<file path="src/rtl/alu_registered.sv">
// Registered ALU for the execute stage: one shared adder serves ADD/SUB/SLT,
// a bitwise unit serves the logic ops, and every output is registered once.
module alu_registered #(
    parameter int WIDTH = 32
) (
    input  logic             clk,
    input  logic             reset,
    input  logic [2:0]       command,
    input  logic [WIDTH-1:0] a,
    input  logic [WIDTH-1:0] b,
    output logic [WIDTH-1:0] result,
    output logic             carryout,
    output logic             overflow,
    output logic             zero
);

    localparam logic [2:0] CMD_ADD  = 3'd0;
    localparam logic [2:0] CMD_SUB  = 3'd1;
    localparam logic [2:0] CMD_XOR  = 3'd2;
    localparam logic [2:0] CMD_SLT  = 3'd3;
    localparam logic [2:0] CMD_AND  = 3'd4;
    localparam logic [2:0] CMD_NAND = 3'd5;
    localparam logic [2:0] CMD_OR   = 3'd6;
    localparam logic [2:0] CMD_NOR  = 3'd7;

    // SLT reuses the subtractor, so both commands invert b and inject a carry-in
    logic             subtract;
    logic [WIDTH-1:0] b_eff;
    logic [WIDTH-1:0] sum;
    logic             sum_carry;
    logic             sum_overflow;
    logic             less_than;

    assign subtract = (command == CMD_SUB) || (command == CMD_SLT);
    assign b_eff    = subtract ? ~b : b;

    assign {sum_carry, sum} = {1'b0, a} + {1'b0, b_eff} + {{WIDTH{1'b0}}, subtract};

    // Signed overflow: both adder inputs share a sign that the sum does not
    assign sum_overflow = (a[WIDTH-1] == b_eff[WIDTH-1]) && (sum[WIDTH-1] != a[WIDTH-1]);
    assign less_than    = sum[WIDTH-1] ^ sum_overflow;

    logic [WIDTH-1:0] and_bits;
    logic [WIDTH-1:0] or_bits;
    logic [WIDTH-1:0] xor_bits;

    generate
        for (genvar gi = 0; gi < WIDTH; gi++) begin : g_logic_unit
            assign and_bits[gi] = a[gi] & b[gi];
            assign or_bits[gi]  = a[gi] | b[gi];
            assign xor_bits[gi] = a[gi] ^ b[gi];
        end
    endgenerate

    logic [WIDTH-1:0] result_next;
    logic             carryout_next;
    logic             overflow_next;
    logic             zero_next;

    always_comb begin
        result_next   = '0;
        carryout_next = 1'b0;
        overflow_next = 1'b0;
        case (command)
            CMD_ADD, CMD_SUB: begin
                result_next   = sum;
                carryout_next = sum_carry;
                overflow_next = sum_overflow;
            end
            CMD_XOR:  result_next = xor_bits;
            CMD_SLT:  result_next = {{(WIDTH-1){1'b0}}, less_than};
            CMD_AND:  result_next = and_bits;
            CMD_NAND: result_next = ~and_bits;
            CMD_OR:   result_next = or_bits;
            CMD_NOR:  result_next = ~or_bits;
            default:  result_next = '0;
        endcase
        zero_next = ~|result_next;
    end

    logic [WIDTH-1:0] result_reg;
    logic             carryout_reg;
    logic             overflow_reg;
    logic             zero_reg;

    // zero is forced low in reset even though result is 0 there
    always_ff @(posedge clk) begin
        if (reset) begin
            result_reg   <= '0;
            carryout_reg <= 1'b0;
            overflow_reg <= 1'b0;
            zero_reg     <= 1'b0;
        end else begin
            result_reg   <= result_next;
            carryout_reg <= carryout_next;
            overflow_reg <= overflow_next;
            zero_reg     <= zero_next;
        end
    end

    assign result   = result_reg;
    assign carryout = carryout_reg;
    assign overflow = overflow_reg;
    assign zero     = zero_reg;

endmodule

</file>
<file path="config.mk">
export PLATFORM = sky130hd
export DESIGN_NAME = alu_registered
export DESIGN_NICKNAME = d
export VERILOG_FILES = /design/src/rtl/alu_registered.sv
export SDC_FILE = /design/constraint.sdc
export NUM_CORES = 1
export LEC_CHECK = 0
export BUFFER_PORTS_ARGS = -buffer_cell sky130_fd_sc_hd__buf_2
export CORE_ASPECT_RATIO = 1.5
export CORE_MARGIN = 4
export CORE_UTILIZATION = 55
export CTS_BUF_LIST = sky130_fd_sc_hd__clkbuf_8
export DETAILED_ROUTE_END_ITERATION = 8
export GPL_ROUTABILITY_DRIVEN = 0
export PLACE_DENSITY = 0.76
export SLEW_MARGIN = 15
export SYNTH_ARGS = -nofsm -noshare
export SYNTH_HDL_FRONTEND = slang
export SYNTH_SLANG_ARGS = --single-unit
</file>
<file path="constraint.sdc">
create_clock -name clk -period 11.07 [get_ports clk]
set_input_delay 2.214 -clock clk [delete_from_list [all_inputs] [get_ports clk]]
set_output_delay 2.214 -clock clk [all_outputs]
set_load 0.01 [all_outputs]
</file>
==> summary.txt <==
CTS
  • CTS tree: done
  • CTS Root Buffer Type: clkbuf_8
  • H-tree depth: 2
  • Reg clk slew, reported paths: 0.09 ns
  • # Post-CTS Setup Buffers: 0
  • Sink Count: 35
  • Post-CTS sizing: 0
  • Post-CTS Hold Buffers: 0
  • Num CTS Buffers: 5
  • CTS max path bufs: 2

Floorplanning
  • Rows: 44
  • IO Pins: 104
  • Core Area: 9799 µm²
  • Die width: 90.23 µm
  • Die Y: 131.3 µm
  • Die Area: 11850 µm²
  • Effective utilization at floorplan: 56.92%

Pwr
  • Static leakage: 3.041 nW
  • Power per Cell Area: 96.54 nW/µm²
  • Maximum vdd drop: 0.05192 mV

Cells and area
  • Ant diodes: 0
  • Layout Nets: 972
  • Max FFs per register: 32
  • P&R area growth vs syn: 11.35%
  • Layout cells sized above 1: 15.72%
  • Final instance area: 6211 µm²

Timing
  • F_max: 133.8 MHz
  • Final Cycle Share: 67.52%
  • RSZ-0062 raised after global routing: no
  • Setup violations, final: 0
  • Final Max Slew Viols: 0
  • Final Hold Fails: 0
  • Worst-Margin Slew: 1.018 ns
  • Fin Setup TNS: 0 ns
  • Max-slew headroom: 32.05%
  • Fin crit period: 7.475 ns
  • PnR worst setup slack: 3.595 ns

Synthesis
  • Top_reg_cell synth: dfxtp_1
  • Seq cells post-synth: 35
  • Post-synth EDFFs: 0
  • Post-Syn Area: 5578 µm²
  • Sequential element share of the synthesized area: 12.56%
  • Post-Synthesis Cells: 735
  • YS warnings: 0
  • Avg Inst Size Synth: 7.589 µm²
  • Unique masters post-synth: 68
  • Post-synth net total: 900
  • Async SR Flop Fraction: 0%

Drt
  • Via count: 5741
  • First-pass DRT Iterations: 6
  • Wire length per cell: 17.46 µm
  • Post-route ant nets: 0
  • Vias per cell: 6.220
  • Detailed-route DRC error count: 0
  • DR iter-0 viols: 465
  • Final Routed Wirelength: 16120 µm

GRT
  • Pin count of the biggest net entering global routing: 60
  • GRT overflow: 0
  • Number of global-route vias before repair: 5750
  • Initial antenna violation count: 0
  • First-pass GRT wire length: 26590 µm
  • Gr usage total: 26.48%

Setup path
  • Crit Path Category: in2reg
  • Crit start category: primary input
  • CP required: 11.29 ns
  • Arr. time, crit path: 7.69 ns
  • Crit-path max FO: 41
  • Crit end category: flip-flop

Worst hold path
  • HP Class: in2reg
  • Hold_sp: a[31]
  • Hold Path End: overflow
  • Hold depth: 4

Flow run
  • Max-cap viol count: 0

Placed design
  • DPL Wire Length: 12250 µm
  • PortBufs: 103
  • Dpl cell area: 6098 µm²
  • Worst slack at placement: 3.341 ns

Run status
  • Outcome: finished, final reports clean
cell type report:
class / count / area [µm²]
clock inverter: 3 / 43.79
fill: 907 / 3588
multi-input combinational: 586 / 4438
sequential: 35 / 700.7
clock buffer: 5 / 68.82
tap: 115 / 143.9
timing repair buffer: 107 / 545.5
inverter: 72 / 270.3
metrics by stage:
stage	power (mW)	instances	util (%)	hold WS, ns
2_1_floorplan	0.3832	735	-	2.442
3_3_place_gp	0.4637	915	62.23	2.609
3_5_place_dp	0.4722	915	62.23	2.609
4_1_cts	0.5963	923	63.38	2.328
5_1_grt	0.6416	923	63.38	2.348
6_report	0.5996	923	63.38	2.328
worst max-delay path, stage by stage:
cell,delay [ns]
buf_2,0.63
inv_1,0.63
nand2_2,0.94
xnor2_1,0.14
ha_1,0.37
o21ai_0,0.15
a211o_1,0.36
a2111oi_0,0.72
o211ai_1,0.19
mux2i_1,0.16
nand2b_1,0.18
nor4bb_1,0.33
and4_1,0.23
nand4_1,0.15
nor4_2,0.30
layer usage:
| layer | up-vias | routed length [µm] | track usage, % | part of all wire, % |
|---|---|---|---|---|
| li1 | 2755 | - | - | - |
| met1 | 2632 | 5947 | 27.92 | 37 |
| met2 | 285 | 8181 | 48.48 | 51 |
| met3 | 69 | 1118 | 4.348 | 6.9 |
| met4 | 0 | 869 | 16.27 | 5.4 |
| met5 | - | 0 | 0 | 0 |
synth_stat cells, types with 14 or more instances:
cell type | count | area [µm²]
clkbuf_1 | 27 | 101.4
nor2_1 | 58 | 217.7
a21oi_1 | 57 | 285.3
xnor2_1 | 66 | 578.1
inv_1 | 72 | 270.3
nor3_1 | 14 | 70.07
dfxtp_1 | 35 | 700.7
o21ai_0 | 44 | 220.2
nor2b_1 | 21 | 131.4
a22o_1 | 14 | 122.6
ha_1 | 95 | 1189
a222oi_1 | 14 | 140.1
nand2_1 | 35 | 131.4
how the worst max path moves through the flow:
stage / slack [ns] / start / to
floorplan: 4.46 / command[0] / zero
global placement: 3.67 / command[2] / zero
detailed placement: 3.34 / command[2] / zero
CTS: 3.62 / command[2] / zero
global route: 3.04 / command[2] / zero
finish: 3.60 / command[2] / zero
cell usage in the layout (no fill, tap or decap), drive strengths merged, types with 8 or more instances in the layout:
cell,Yosys,routed
nor2,58,58
nand2b,10,10
a21oi,57,57
mux2i,9,9
ha,95,95
nand2,35,35
nand3,8,8
nor2b,21,21
a222oi,14,14
nor3,14,14
dfxtp,35,35
o21ai,44,44
xnor2,66,66
buf,15,107
inv,72,72
a22o,14,14
a22oi,12,12
xor2,12,12
logic make-up (layout without fill, tap and decap cells):
| group | count (synthesis) | in the layout | share of synthesized area (%) |
|---|---|---|---|
| buffers and inverters | 114 | 187 | 7.918 |
| DFF | 35 | 35 | 12.56 |
| AOI/OAI and AO/OA | 215 | 215 | 26.76 |
| muxes | 9 | 9 | 1.615 |
| xor gates and xnor gates | 78 | 78 | 12.25 |
| adders and majority gates | 96 | 96 | 21.67 |
| and+or+nand+nor | 188 | 188 | 17.23 |
report_power, final:
part           total (mW)  switching, mW  internal, mW  leakage, nW
clock network       0.124         0.0564        0.0672       0.0581
registers           0.141        0.00248         0.139        0.290
logic               0.335          0.196         0.139         2.69
Power figures use the tool's default switching activity.
